<file path="config.mk">
export PLATFORM = sky130hd
export DESIGN_NAME = snitch_asic_dw_converter
export DESIGN_NICKNAME = d
export VERILOG_FILES = /design/src/rtl/snitch_asic_dw_converter.sv
export SDC_FILE = /design/constraint.sdc
export NUM_CORES = 1
export LEC_CHECK = 0
export CORE_AREA = 3 3 74 145
export CTS_CLUSTER_DIAMETER = 150
export CTS_CLUSTER_SIZE = 24
export DETAILED_ROUTE_END_ITERATION = 6
export DIE_AREA = 0 0 77 148
export GPL_TIMING_DRIVEN = 0
export PLACE_DENSITY = 0.63
export SYNTH_ARGS = -nofsm -noshare
export SYNTH_HDL_FRONTEND = slang
export SYNTH_SLANG_ARGS = --single-unit
</file>
<file path="constraint.sdc">
create_clock -name clk_i -period 1.7 [get_ports clk_i]
set_input_delay 0.34 -clock clk_i [delete_from_list [all_inputs] [get_ports clk_i]]
set_output_delay 0.34 -clock clk_i [all_outputs]
set_load 0.02 [all_outputs]
</file>
<file path="src/rtl/snitch_asic_dw_converter.sv">
// ASIC-side data-width converter: serialises 32b core writes into narrow link beats and
// reassembles MSB-first read beats. Optional sticky framing error via SNITCH_DW_LAST_CHECK_EN.
module snitch_asic_dw_converter #(
    parameter  int unsigned AsicAW    = 8,
    parameter  int unsigned AsicDW    = 4,
    parameter  int unsigned MemDW     = 32,
    localparam int unsigned Stages    = MemDW / AsicDW,
    localparam int unsigned StrbWidth = MemDW / 8
) (
    input  logic                 clk_i,
    input  logic                 rst_ni,
    input  logic [AsicAW-1:0]    core_req_addr_i,
    input  logic [MemDW-1:0]     core_req_data_i,
    input  logic                 core_req_write_i,
    input  logic [StrbWidth-1:0] core_req_wstrb_i,
    input  logic                 core_req_valid_i,
    output logic                 core_req_ready_o,
    output logic [MemDW-1:0]     core_rsp_data_o,
    output logic                 core_rsp_valid_o,
    input  logic                 core_rsp_ready_i,
    output logic [AsicAW-1:0]    fpga_req_addr_o,
    output logic [AsicDW-1:0]    fpga_req_data_o,
    output logic                 fpga_req_write_o,
    output logic                 fpga_req_wstrb_o,
    output logic                 fpga_req_valid_o,
    input  logic                 fpga_req_ready_i,
    input  logic [AsicDW-1:0]    fpga_rsp_data_i,
    input  logic                 fpga_rsp_last_i,
    input  logic                 fpga_rsp_valid_i,
    output logic                 fpga_rsp_ready_o
`ifdef SNITCH_DW_LAST_CHECK_EN
    ,
    output logic                 err_o
`endif
);

    localparam int unsigned     CntW     = (Stages > 1) ? $clog2(Stages) : 1;
    localparam logic [CntW-1:0] LastBeat = CntW'(Stages - 1);

    localparam logic [2:0] IDLE       = 3'd0;
    localparam logic [2:0] WR_SER     = 3'd1;
    localparam logic [2:0] RD_REQ     = 3'd2;
    localparam logic [2:0] RD_COLLECT = 3'd3;
    localparam logic [2:0] RSP        = 3'd4;

    logic [2:0]           state_reg, state_next;
    logic [CntW-1:0]      cnt_reg, cnt_next;
    logic [AsicAW-1:0]    addr_reg, addr_next;
    logic [MemDW-1:0]     wdata_reg, wdata_next;
    logic [StrbWidth-1:0] wstrb_reg, wstrb_next;
    logic [MemDW-1:0]     shift_reg, shift_next;

    logic [AsicDW-1:0] beat_data [Stages];
    logic [Stages-1:0] beat_strb;

    // Beat gi carries the gi-th nibble from the top; its strobe is that of the enclosing byte.
    for (genvar gi = 0; gi < Stages; gi++) begin : g_beat
        localparam int unsigned Msb = MemDW - 1 - gi * AsicDW;
        assign beat_data[gi] = wdata_reg[Msb -: AsicDW];
        assign beat_strb[gi] = wstrb_reg[Msb / 8];
    end

    assign core_req_ready_o = (state_reg == IDLE);
    assign fpga_req_valid_o = (state_reg == WR_SER) || (state_reg == RD_REQ);
    assign fpga_req_write_o = (state_reg == WR_SER);
    assign fpga_req_addr_o  = fpga_req_valid_o ? addr_reg : '0;
    assign fpga_req_data_o  = (state_reg == WR_SER) ? beat_data[cnt_reg] : '0;
    assign fpga_req_wstrb_o = (state_reg == WR_SER) ? beat_strb[cnt_reg] : 1'b0;
    assign fpga_rsp_ready_o = (state_reg == RD_COLLECT);
    assign core_rsp_valid_o = (state_reg == RSP);
    assign core_rsp_data_o  = (state_reg == RSP) ? shift_reg : '0;

    always_comb begin
        state_next = state_reg;
        cnt_next   = cnt_reg;
        addr_next  = addr_reg;
        wdata_next = wdata_reg;
        wstrb_next = wstrb_reg;
        shift_next = shift_reg;
        case (state_reg)
            IDLE: begin
                if (core_req_valid_i) begin
                    addr_next  = core_req_addr_i;
                    wdata_next = core_req_data_i;
                    wstrb_next = core_req_wstrb_i;
                    cnt_next   = '0;
                    state_next = core_req_write_i ? WR_SER : RD_REQ;
                end
            end
            WR_SER: begin
                if (fpga_req_ready_i) begin
                    if (cnt_reg == LastBeat) begin
                        cnt_next   = '0;
                        state_next = IDLE;
                    end else begin
                        cnt_next = cnt_reg + 1'b1;
                    end
                end
            end
            RD_REQ: begin
                if (fpga_req_ready_i) begin
                    state_next = RD_COLLECT;
                end
            end
            RD_COLLECT: begin
                // Collection ends on the beat count alone; the last flag only feeds the checker.
                if (fpga_rsp_valid_i) begin
                    shift_next = {shift_reg[MemDW-AsicDW-1:0], fpga_rsp_data_i};
                    if (cnt_reg == LastBeat) begin
                        cnt_next   = '0;
                        state_next = RSP;
                    end else begin
                        cnt_next = cnt_reg + 1'b1;
                    end
                end
            end
            RSP: begin
                if (core_rsp_ready_i) begin
                    state_next = IDLE;
                end
            end
            default: state_next = IDLE;
        endcase
    end

    always_ff @(posedge clk_i or negedge rst_ni) begin
        if (!rst_ni) begin
            state_reg <= IDLE;
            cnt_reg   <= '0;
            addr_reg  <= '0;
            wdata_reg <= '0;
            wstrb_reg <= '0;
            shift_reg <= '0;
        end else begin
            state_reg <= state_next;
            cnt_reg   <= cnt_next;
            addr_reg  <= addr_next;
            wdata_reg <= wdata_next;
            wstrb_reg <= wstrb_next;
            shift_reg <= shift_next;
        end
    end

`ifdef SNITCH_DW_LAST_CHECK_EN
    logic err_reg, err_next;

    always_comb begin
        err_next = err_reg;
        if (fpga_rsp_valid_i && (state_reg != RD_COLLECT)) begin
            err_next = 1'b1;
        end
        if (fpga_rsp_valid_i && fpga_rsp_ready_o && (fpga_rsp_last_i != (cnt_reg == LastBeat))) begin
            err_next = 1'b1;
        end
    end

    always_ff @(posedge clk_i or negedge rst_ni) begin
        if (!rst_ni) begin
            err_reg <= 1'b0;
        end else begin
            err_reg <= err_next;
        end
    end

    assign err_o = err_reg;
`else
    logic unused_rsp_last;
    assign unused_rsp_last = fpga_rsp_last_i;
`endif

endmodule

</file>
Word-level counts from Yosys, hierarchy flattened
Cells that the tools add are included.
{"block": "totals", "register_bits": 82, "latch_bits": 0, "mem_bits_rw": 0, "romBits": 0, "in_bits": 56, "out_inout_bits": 50, "elab_cells": 52, "mem_count": 0}
{"block": "op_classes", "n_addsub": 1, "mul": 0, "n_div": 0, "magnitude_cmp": 2, "n_eq_ne": 12, "shifts": 0, "mux": 23, "n_bitwise": 1, "reduce_logical": 7}
{"operator": "2-to-1 mux 3 bit", "count": 11}
{"operator": "2-to-1 mux 32 bit", "count": 1}
{"operator": "one-hot mux 3 bit (5 select lines)", "count": 1}
{"operator": "binary-select mux 4 bit (select 3 bit)", "count": 1}
{"operator": "2-to-1 mux 4 bit", "count": 3}
{"operator": "one-hot mux 3 bit (3 select lines)", "count": 1}
{"operator": "2-to-1 mux 8 bit", "count": 1}
{"operator": "inequality test 2 x 1 -> 1 bit (second input constant)", "count": 4}
{"operator": "AND reduction 7 bit", "count": 1}
{"operator": "== test 3 x 2 -> 1 bit (second input constant)", "count": 2}
{"operator": "== test 3 bit (second input constant)", "count": 2}
{"operator": "inequality test 2 bit (second input constant)", "count": 3}
{"operator": "greater-or-equal comparator 4 bit (second input constant)", "count": 1}
{"operator": "less-than comparator 3 x 4 -> 1 bit (second input constant)", "count": 1}
{"operator": "NOT 3 -> 4 bit", "count": 1}
{"operator": "AND reduction 2 bit", "count": 2}
{"operator": "AND reduction 4 bit", "count": 1}
{"operator": "adder 3 x 1 -> 3 bit (second input constant)", "count": 1}
{"operator": "binary-select mux 1 bit (select 3 bit)", "count": 1}
{"operator": "== test 3 x 1 -> 1 bit (second input constant)", "count": 1}
{"operator": "zero test 3 bit", "count": 1}
{"operator": "nonzero test 3 bit", "count": 1}
{"operator": "2-to-1 mux 1 bit", "count": 2}
{"operator": "2-to-1 mux 2 bit", "count": 1}
{"operator": "logical OR 1 bit", "count": 1}

Depth between registers and ports, before layout
Gate-level depths: netlist of run 1.
{"block": "depth", "depth_word": 5, "ltp_mapped": 5, "mapped_depth_nobuf": 4}

Least setup slack after synthesis of run 1
OpenSTA, ideal clock, no wires.
{"block": "synth_path", "kind": "reg-to-output", "from": "register state_reg[1]", "to": "output port core_rsp_data_o[21]", "arrival_time_ps": 1516, "required_time_ps": 1360, "path_slack_ps": -156, "stages_incl_launch_ff": 5, "n_path_buf": 2, "path_cell_list": "dfrtp_1 > buf_4 > nor3b_2 > clkbuf_1 > and2_1"}
{"block": "synth_between", "elab_chain_len": 2}
{"item": "start, declared", "line_no": "46", "text": "logic [2:0] state_reg, state_next;"}
{"item": "start signal, assigned", "line_no": "135", "text": "state_reg <= state_next;"}
{"item": "== test 3 bit"}
{"item": "named net core_rsp_valid_o", "line_no": "19", "text": "output logic core_rsp_valid_o,"}
{"item": "2-to-1 mux 32 bit", "line_no": "71", "text": "assign core_rsp_data_o = (state_reg == RSP) ? shift_reg : '0;"}
{"item": "end, declared", "line_no": "18", "text": "output logic [MemDW-1:0] core_rsp_data_o,"}
The timed path passes the listed nets, and every way through them passes these cells.

Worst setup path after layout of run 1
{"block": "layout_path", "from": "register cnt_reg[1]", "to": "output port fpga_req_data_o[0]"}
{"block": "layout_between", "elab_chain_len": 5}
{"item": "start, declared", "line_no": "47", "text": "logic [CntW-1:0] cnt_reg, cnt_next;"}
{"item": "start signal, assigned", "line_no": "136", "text": "cnt_reg <= cnt_next;"}
{"item": "NOT 3 -> 4 bit (implied by the code)", "line_no": "67", "text": "assign fpga_req_data_o = (state_reg == WR_SER) ? beat_data[cnt_reg] : '0;"}
{"item": "binary-select mux 4 bit (select 3 bit)", "line_no": "67"}
{"item": "2-to-1 mux 4 bit (implied by the code) (2 in series)", "line_no": "67"}
{"item": "2-to-1 mux 4 bit", "line_no": "67"}
{"item": "end, declared", "line_no": "22", "text": "output logic [AsicDW-1:0] fpga_req_data_o,"}
Every way passes these cells. The select of a mux whose other input is x is not followed.

==> results.tsv, run 1 <==
stage	metric	value	unit
run_status	result of the run	complete, but fails checks	
run_status	violated checks	setup timing	
clocking	maximum buffer depth of the clock tree	2	
floorplan	die span in x	77	µm
timing	Post-Route Setup TNS	-17830	ps
floorplan	area enclosed by the die boundary	0.0114	mm²
logic_synthesis	syn nets	343	
clocking	clk_lat worst skew	330	ps
route	vias after detailed routing	2816	
setup_path	Setup CP Type	reg -> out	
logic_synthesis	gate count of the mapped netlist	285	
finish	number of inserted diodes	0	
pwr	cell area power density	1680	mW/mm²
pwr	relative contribution of the clock network to total power	0.207	
logic_synthesis	main area contributors after synthesis	dfrtp_1 (53%), mux2_2 (23%), and2_1 (6.5%), mux2i_1 (4.1%), buf_6 (1.5%)	
pwr	Cell Int Power	7.59	mW
worst_hold_path	Worst Hold Class	in -> async	
logic_synthesis	number of register bits inferred by synthesis	82	
logic_synthesis	area fraction of the dominant cell type after synthesis	0.531	
placed_design	post-placement worst setup slack	-789	ps
clocking	master cell of the clock root buffer	clkbuf_16	
timing	final max-slew violation count	0	
global_route	via count of the first global-routing pass	3045	
route	final routed wire length divided by cell count	18.6	µm
timing	final setup violating endpoints	96	
timing	transition time of the tightest slew-check pin	363	ps
clocking	level count of the clock H-tree	3	
timing	top achievable clock speed	488	MHz
timing	final setup slack of the worst path	-348	ps
clocking	clock tree from TritonCTS	done	
floorplan	number of rows in the core area	51	
clocking	clock transition at the registers of the reported paths	60	ps
logic_synthesis	number of distinct library cell variants in the gate-level netlist after synthesis	35	
global_route	maximum number of pins on one net before global-route repair	67	
logic_synthesis	share of async-settable or async-resettable flops after synthesis	1.00	
route	overall routed net length	10600	µm
setup_path	crit path capture type	output port	
route	number of DRC violations after detailed routing	0	
pwr	share of total power in sequential cells	0.333	
setup_path	largest fanout on the critical path	7	
timing	post-route fraction of the period consumed by the critical path	1.20	
pwr	worst voltage drop across the vdd grid	0.919	mV
pwr	switch share	0.307	
setup_path	number of cells on the worst reg-to-reg path	9	
route	met1 WL	3670	µm
setup_path	end of the critical path	fpga_req_data_o[0]	
logic_synthesis	Synth area leader	dfrtp_1	
placed_design	number of port buffers	104	
setup_path	element type at the critical path start	register	
logic_synthesis	Post-Synthesis Mean Instance Area	13.5	µm²
setup_path	arrival time of data at the critical path endpoint	1710	ps
timing	Layout Skew	7.07	ps
pwr	share of total power in combinational logic	0.460	
finish	Final nets	491	
floorplan	Core Box Area	0.00976	mm²
route	met2 routed WL	6240	µm
placed_design	half-perimeter wire length after detailed placement	6780	µm
finish	layout cell share with drive strength beyond 1	0.594	
finish	storage element area	0.00205	mm²
global_route	total congestion overflow after global routing	0	
logic_synthesis	Netlist Area Pre-Place	0.00386	mm²
finish	Layout Area Growth over Synthesis	69.0	%
flow_run	number of max-cap violations	0	
global_route	first-pass GRT wire length	16400	µm
setup_path	register-to-register setup slack	-160	ps
clocking	total number of clock tree sinks	82	
route	antenna viol nets, final	0	
clocking	number of buffers created by CTS	9	
pwr	power dissipated by switching net loads	3.37	mW
route	Iteration-0 DRC Markers	94	
pwr	power consumption	11.0	mW
setup_path	reg-to-reg endpoint	beat_data[16]	
floorplan	number of top-level pins	106	
timing	Max-slew headroom	0.758	
logic_synthesis	Synth warnings	0	
setup_path	data required time at the worst endpoint	1360	ps
timing	endpoints failing hold	0	
route	Met3 Routed Length	574	µm
finish	layout filler cell count	766	
floorplan	DIE HEIGHT	148	µm
logic_synthesis	EDFF count, synth	0	
timing	minimum clock period	2050	ps
global_route	Overall Global Routing Usage	0.190	
route	routed via count divided by cell count	4.94	
timing	setup repair after global routing missed its margin	yes	
logic_synthesis	Synth Flop Type	dfrtp_1	
route	DRT Pass-1 Iters	4	
pwr	static leakage	2.94	nW
setup_path	launch point of the worst path	cnt_reg[1]	
placed_design	routability congestion estimate from global placement	0.802	
finish	footprint of the multi-input gates	0.00210	mm²
logic_synthesis	sequential cell area fraction in the yosys report	0.531	
floorplan	initial core utilization	0.395	
route	top routing layer in use	met4	
setup_path	Reg2Reg Launch Point	state_reg[0]	
global_route	initial antenna violation count	0	
-- synthesized netlist by cell type (all sizes together), types with 2 or more instances --
cell,instances
dfrtp,82
inv,4
buf,11
and4b,4
nor2b,3
mux2i,16
nand3,4
nor3b,2
clkbuf,7
a311oi,3
a22oi,4
mux2,80
nand2,6
nor3,2
ha,2
nor2,3
and2,40
-- cell usage in the layout, fill, tap and decap left out, types with 2 or more instances in the layout --
cell type        Yosys  routed
dfrtp_1             82      82
buf_6                5      67
clkdlybuf4s50_1      0      53
mux2_4               0      45
and2_4               0      40
mux2_2              78      35
clkbuf_16            0      11
buf_4                2      10
mux2i_1             16       8
buf_12               0       7
buf_8                0       6
buf_16               0       6
mux2i_2              0       5
nand2_1              6       5
clkbuf_8             0       4
a22oi_1              4       4
nand3_1              4       4
and4b_1              4       4
nor2_4               0       3
nor2b_1              3       3
mux2i_4              0       3
bufinv_16            0       3
a311oi_1             2       2
inv_1                4       2
ha_1                 2       2
clkinv_2             0       2
-- cell families (layout without fill, tap and decap cells) --
kind of cell / Yosys count / in the layout / share of synthesized area
AND/OR/NAND/NOR: 70 / 71 / 0.121
XOR/XNOR: 1 / 1 / 0.00227
multiplexers: 97 / 97 / 0.281
flip-flops: 82 / 82 / 0.531
adder cells (fa/ha/maj): 2 / 2 / 0.00648
buffers and inverters: 22 / 174 / 0.0343
AO/OA/AOI/OAI: 11 / 11 / 0.0240
-- routing by layer --
| layer | vias up | GRT usage |
|---|---|---|
| li1 | 1297 | - |
| met1 | 1435 | 0.191 |
| met2 | 76 | 0.366 |
| met3 | 8 | 0.0598 |
| met4 | 0 | 0.0561 |
| met5 | - | 0 |
-- metrics by stage --
| step | instances | utilization | hold slack, ps | cell area, µm² |
|---|---|---|---|---|
| after floorplan | 285 | - | 44.4 | 3870 |
| after global placement | 521 | 0.520 | 468 | 5070 |
| after detailed placement | 522 | 0.522 | 225 | 5100 |
| after CTS | 561 | 0.642 | 418 | 6260 |
| after global routing | 570 | 0.668 | 435 | 6530 |
| final | 570 | 0.668 | 421 | 6530 |
-- power by group through the flow --
stage                     logic, mW  clock network (mW)  registers, mW
after floorplan                2.52                   0           3.29
after global placement         3.53                   0           3.44
after detailed placement       3.61                   0           3.51
after CTS                      4.73                2.31           3.62
after global routing           5.39                2.39           3.78
final                          5.05                2.27           3.65
-- critical path, cell delays in order, from the launching register on --
cell and delay [ps]:
dfrtp_1 410, buf_12 170, buf_12 140, mux2i_4 180
a22oi_1 130, and4b_1 210, buf_4 140
-- worst min-delay path by stage --
stage,from,to,slack (ps)
after floorplan,rst_ni,addr_reg[0],40
after global placement,beat_data[12],beat_data[12],470
after detailed placement,rst_ni,addr_reg[7],220
after CTS,rst_ni,shift_reg[28],420
after global routing,rst_ni,addr_reg[6],430
final,rst_ni,addr_reg[3],420
-- repair_timing --
action / in CTS / in global routing
hold buffers: 1 / 0
resized for setup: 423 / 52
pin swaps: 29 / 20
gates cloned: 7 / 2
setup endpoints to repair: 90 / 99
setup buffers: 17 / 11
endpoints found under the hold margin: 16 / 0
-- final cells by class --
type                    count  area share
clock inverters             5      0.0153
well taps                 132      0.0253
flip-flops and latches     82       0.314
multi-input cells         182       0.321
clock buffers              11      0.0387
plain buffers              14      0.0328
inverters                   4     0.00268
repair buffers            140       0.250
Note: power is estimated with default switching activity, not from simulation.
==> run 2: changes to the inputs <==
- CTS_BUF_LIST: default -> sky130_fd_sc_hd__clkbuf_8
==> run 2 against run 1 <==
The flow still finishes with violations (setup timing). Clock-buffer cell count unchanged. Critical path depth unchanged. Final cell count increased by 1.2%. Critical path type unchanged. Highest routed layer unchanged.
==> results.tsv, run 2 (same netlist as run 1, synthesis figures left out) <==
stage	metric	value	unit
route	overall routed net length	10700	µm
setup_path	cell with the largest stage delay on the worst path	dfrtp_1	
placed_design	cell area after placement	0.00510	mm²
global_route	first-pass GRT wire length	16600	µm
setup_path	largest fanout on the critical path	7	
pwr	power consumption	10.7	mW
finish	number of inserted diodes	0	
clocking	level count of the clock H-tree	3	
clocking	clock transition at the registers of the reported paths	80	ps
setup_path	biggest cell delay along the critical path	410	ps
floorplan	initial core utilization	0.395	
timing	setup repair after global routing missed its margin	yes	
pwr	switch share	0.313	
global_route	initial antenna violation count	0	
setup_path	Setup CP Type	reg -> out	
timing	final setup violating endpoints	88	
timing	final max-slew violation count	0	
route	DRT Pass-1 Iters	5	
worst_hold_path	Worst Hold Class	in -> async	
pwr	relative contribution of the clock network to total power	0.164	
setup_path	register-to-register setup slack	-270	ps
setup_path	crit path capture type	output port	
floorplan	Core Box Area	0.00976	mm²
floorplan	DIE HEIGHT	148	µm
clocking	clock tree from TritonCTS	done	
floorplan	die span in x	77	µm
finish	highest-count cells in the layout ignoring fill and taps	dfrtp_1 (82), buf_6 (65), clkdlybuf4s50_1 (53), mux2_4 (46), and2_4 (40)	
placed_design	post-placement worst setup slack	-789	ps
finish	footprint of the multi-input gates	0.00211	mm²
setup_path	crit path buf inv count	3	
timing	Max-slew headroom	0.775	
route	vias after detailed routing	2852	
global_route	Overall Global Routing Usage	0.192	
clocking	number of buffers created by CTS	9	
floorplan	area enclosed by the die boundary	0.0114	mm²
finish	cell area after layout	0.00652	mm²
pwr	static leakage	2.94	nW
route	antenna viol nets, final	0	
run_status	violated checks	setup timing	
finish	storage element area	0.00205	mm²
route	number of DRC violations after detailed routing	0	
setup_path	data required time at the worst endpoint	1360	ps
timing	endpoints failing hold	0	
run_status	result of the run	complete, but fails checks	
timing	Hold Worst Slack	393	ps
clocking	total number of clock tree sinks	82	
timing	transition time of the tightest slew-check pin	338	ps
flow_run	number of max-cap violations	0	
timing	minimum clock period	2080	ps
timing	Layout Skew	10.8	ps
global_route	via count of the first global-routing pass	3082	
finish	Layout Utilization	0.668	
setup_path	top cell family by delay on the critical path	buffers and inverters	
clocking	maximum buffer depth of the clock tree	2	
placed_design	number of port buffers	104	
floorplan	number of rows in the core area	51	
clocking	clk_lat worst skew	360	ps
pwr	power dissipated by switching net loads	3.34	mW
setup_path	list of cells traversed by the critical path	buf_12 -> buf_12 -> mux2i_4 -> a22oi_1 -> and4b_1 -> buf_4	
finish	final cell count without fillers	577	
global_route	maximum number of pins on one net before global-route repair	67	
setup_path	arrival time of data at the critical path endpoint	1740	ps
placed_design	half-perimeter wire length after detailed placement	6780	µm
pwr	Cell Int Power	7.32	mW
pwr	cell area power density	1640	mW/mm²
timing	top achievable clock speed	481	MHz
timing	post-route fraction of the period consumed by the critical path	1.22	
finish	layout filler cell count	775	
timing	final setup slack of the worst path	-378	ps
route	final routed wire length divided by cell count	18.6	µm
timing	Post-Route Setup TNS	-18670	ps
placed_design	count of placed standard cells including taps	522	
finish	Layout Area Growth over Synthesis	68.9	%
pwr	worst voltage drop across the vdd grid	0.858	mV
floorplan	number of top-level pins	106	
finish	Final nets	498	
pwr	share of total power in sequential cells	0.338	
finish	layout cell share with drive strength beyond 1	0.607	
clocking	master cell of the clock root buffer	clkbuf_8	
finish	most common cell after layout, fill and taps aside	dfrtp_1	
route	Iteration-0 DRC Markers	103	
route	routed via count divided by cell count	4.94	
global_route	total congestion overflow after global routing	0	
placed_design	routability congestion estimate from global placement	0.802	
setup_path	most used cell, CP	buf_12	
setup_path	element type at the critical path start	register	
pwr	share of total power in combinational logic	0.498	
==> run 2: changes by cell type in the layout (fill, tap and decap cells not counted), sizes merged <==
cell    delta
buf        +6
clkbuf     +1
==> run 2: path summary, 6_finish.rpt <==
check | from | endpoint | cells after the start
min | rst_ni | addr_reg[0] | 2
max | cnt_reg[1] | fpga_req_data_o[0] | 6
min in group clk_i | beat_data[9] | beat_data[9] | 1
min reg2reg | beat_data[9] | beat_data[9] | 1
max reg2reg | state_reg[1] | cnt_reg[1] | 9
max in group asynchronous | rst_ni | shift_reg[3] | 3
==> run 2: area by class of cell <==
cell class	instances	area share
clock inverters	5	0.0153
repair buffers	144	0.260
well taps	132	0.0253
flip-flops and latches	82	0.315
inverters	4	0.00230
clock buffers	11	0.0232
plain buffers	17	0.0363
multi-input cells	182	0.323
==> run 2: repair_timing <==
action | CTS | global route
setup endpoints to repair | 90 | 100
cloned | 9 | 1
gates resized for setup | 432 | 44
setup buffers | 18 | 12
endpoints found under the hold margin | 16 | 0
hold buffers | 1 | 0
pin swaps | 29 | 18
==> run 2: worst register-to-register path: stages, from the launching register on <==
cell and delay [ps]:
dfrtp_1 400, buf_6 140, buf_12 130, buf_6 110, buf_8 110, buf_6 110, a21boi_4 130, a311oi_2 260
buf_4 190, mux2_4 300
==> run 2: routing by layer <==
| layer | up-vias | routed length (µm) | global-route usage |
|---|---|---|---|
| met3 | 15 | 564 | 0.0518 |
| li1 | 1311 | - | - |
| met5 | - | 0 | 0 |
| met1 | 1444 | 3690 | 0.196 |
| met4 | 0 | 218 | 0.0758 |
| met2 | 82 | 6240 | 0.364 |
==> run 2: power groups by stage <==
stage | Combinational, mW | Clock [mW] | Sequential (mW)
floorplan | 2.52 | 0 | 3.29
global placement | 3.53 | 0 | 3.44
detailed placement | 3.61 | 0 | 3.51
CTS | 4.84 | 1.79 | 3.59
global route | 5.64 | 1.86 | 3.74
finish | 5.31 | 1.75 | 3.60
==> run 3: changes to the inputs <==
- CORE_AREA: 3 3 74 145 -> 2 2 73 144
- DIE_AREA: 0 0 77 148 -> 0 0 75 146
==> run 3 against run 2 <==
The run still ends with setup timing left. Worst setup slack improved by 6.1 ps. Clock skew fell by 0.66 ps. Largest cell class unchanged. Critical path type unchanged. Critical path depth did not move. Core utilization fell by 1.5 points. Critical endpoint is now core_rsp_data_o[26]. Die area fell by 3.9%. Clock power fell by 16%. Cell area fell by 2.3%.
==> results.tsv, run 3 (same netlist as run 1, synthesis figures left out) <==
stage	metric	value	unit
run_status	result of the run	complete, but fails checks	
run_status	violated checks	setup timing	
pwr	cell area power density	1590	mW/mm²
floorplan	number of rows in the core area	51	
route	vias after detailed routing	2816	
pwr	power dissipated by switching net loads	3.35	mW
placed_design	number of port buffers	104	
finish	most common cell after layout, fill and taps aside	dfrtp_1	
pwr	static leakage	2.89	nW
timing	post-route fraction of the period consumed by the critical path	1.22	
setup_path	register-to-register setup slack	-180	ps
global_route	Overall Global Routing Usage	0.200	
setup_path	crit path capture type	output port	
finish	Final nets	492	
timing	minimum clock period	2070	ps
global_route	total congestion overflow after global routing	0	
setup_path	number of cells on the worst reg-to-reg path	9	
route	antenna viol nets, final	0	
placed_design	post-placement worst setup slack	-779	ps
pwr	share of total power in sequential cells	0.357	
clocking	level count of the clock H-tree	3	
finish	cell area after layout	0.00637	mm²
finish	highest-count cells in the layout ignoring fill and taps	dfrtp_1 (82), buf_6 (66), clkdlybuf4s50_1 (53), mux2_4 (50), and2_4 (40)	
global_route	initial antenna violation count	0	
global_route	first-pass GRT wire length	16200	µm
timing	Max-slew headroom	0.751	
pwr	Cell Int Power	6.81	mW
worst_hold_path	Worst Hold Class	in -> async	
timing	endpoints failing hold	0	
pwr	worst voltage drop across the vdd grid	0.854	mV
clocking	master cell of the clock root buffer	clkbuf_8	
timing	transition time of the tightest slew-check pin	370	ps
floorplan	die span in x	75	µm
setup_path	element type at the critical path start	register	
timing	final setup violating endpoints	97	
pwr	share of total power in combinational logic	0.499	
floorplan	initial core utilization	0.395	
pwr	relative contribution of the clock network to total power	0.145	
route	Iteration-0 DRC Markers	68	
finish	number of inserted diodes	0	
floorplan	DIE HEIGHT	146	µm
pwr	power consumption	10.2	mW
clocking	number of buffers created by CTS	9	
floorplan	area enclosed by the die boundary	0.0110	mm²
flow_run	number of max-cap violations	0	
setup_path	Setup CP Type	reg -> out	
route	final routed wire length divided by cell count	18.4	µm
timing	Layout Skew	10.2	ps
clocking	clk_lat worst skew	360	ps
floorplan	number of top-level pins	106	
setup_path	largest fanout on the critical path	6	
finish	Layout Utilization	0.653	
setup_path	reg-to-reg endpoint	beat_data[6]	
floorplan	Core Box Area	0.00976	mm²
global_route	maximum number of pins on one net before global-route repair	61	
placed_design	half-perimeter wire length after detailed placement	6710	µm
route	DRT Pass-1 Iters	4	
clocking	total number of clock tree sinks	82	
setup_path	Reg2Reg Launch Point	state_reg[0]	
global_route	via count of the first global-routing pass	3091	
timing	top achievable clock speed	483	MHz
clocking	clock transition at the registers of the reported paths	90	ps
setup_path	arrival time of data at the critical path endpoint	1730	ps
clocking	maximum buffer depth of the clock tree	2	
finish	layout cell share with drive strength beyond 1	0.588	
route	routed via count divided by cell count	4.93	
finish	Layout Area Growth over Synthesis	65.1	%
pwr	switch share	0.330	
placed_design	routability congestion estimate from global placement	0.783	
route	number of DRC violations after detailed routing	0	
clocking	clock tree from TritonCTS	done	
timing	final max-slew violation count	0	
setup_path	data required time at the worst endpoint	1360	ps
timing	final setup slack of the worst path	-372	ps
timing	setup repair after global routing missed its margin	yes	
placed_design	cell area after placement	0.00510	mm²
route	overall routed net length	10500	µm
timing	Hold Worst Slack	415	ps
[run 3: cell types whose count changed in the layout (fill, tap and decap cells not counted), moves of 3 or more]
cell | previous run | this run
buf_12 | 9 | 6
mux2_4 | 46 | 50
mux2_2 | 34 | 30
clkinvlp_4 | 0 | 3
buf_16 | 6 | 2
mux2i_1 | 8 | 11
[run 3: how the worst max path moves through the flow]
stage | from | endpoint | slack, ps | depth (start not counted)
global placement | rst_ni | shift_reg[2] | -2620 | 1
finish | state_reg[1] | core_rsp_data_o[26] | -370 | 6
CTS | cnt_reg[1] | fpga_req_data_o[3] | -370 | 6
global route | state_reg[1] | core_rsp_data_o[22] | -440 | 6
detailed placement | state_reg[1] | core_rsp_data_o[16] | -780 | 5
floorplan | state_reg[1] | core_rsp_data_o[21] | 0.7 | 4
[run 3: layout make-up]
| cell class | instances | area (µm²) |
|---|---|---|
| multi-input combinational | 181 | 2110 |
| inverter | 4 | 17.5 |
| tap | 132 | 165 |
| timing repair buffer | 141 | 1600 |
| sequential | 82 | 2050 |
| clock inverter | 6 | 66.3 |
| buffer | 15 | 230 |
| fill | 755 | 3390 |
| clock buffer | 10 | 138 |
[run 3: per-layer routing]
metal	up-vias	part of all wire	GRT usage
met3	19	0.045	0.0457
met5	-	0	0
met1	1426	0.34	0.200
met2	74	0.59	0.378
li1	1297	-	-
met4	0	0.025	0.0696
[run 3: power by group through the flow]
stage | logic (mW) | clock network, mW | registers [mW]
3_3_place_gp | 3.52 | 0 | 3.44
3_5_place_dp | 3.62 | 0 | 3.50
6_report | 5.06 | 1.47 | 3.62
2_1_floorplan | 2.52 | 0 | 3.29
5_1_grt | 5.39 | 1.58 | 3.77
4_1_cts | 4.70 | 1.51 | 3.59
[run 3: critical path, stage by stage, from the launching register on]
cell       delay, ps
dfrtp_1          400
buf_6            150
nor3b_4          210
buf_6            190
clkbuf_16        160
and2_4           140
buf_6            110
[run 3: what timing repair did]
action                                  CTS  global route
hold buffers                              1             0
endpoints found under the setup margin   90            98
buffers inserted                         23             8
pin swaps                                23            17
cloned                                    7             2
endpoints found under the hold margin    22             0
gates resized for setup                 431            47
[run 3: per-stage QoR]
stage,setup TNS [ps],cells
2_1_floorplan,0,285
3_3_place_gp,-265450,521
3_5_place_dp,-52840,522
4_1_cts,-21370,567
5_1_grt,-26770,571
6_report,-19450,571
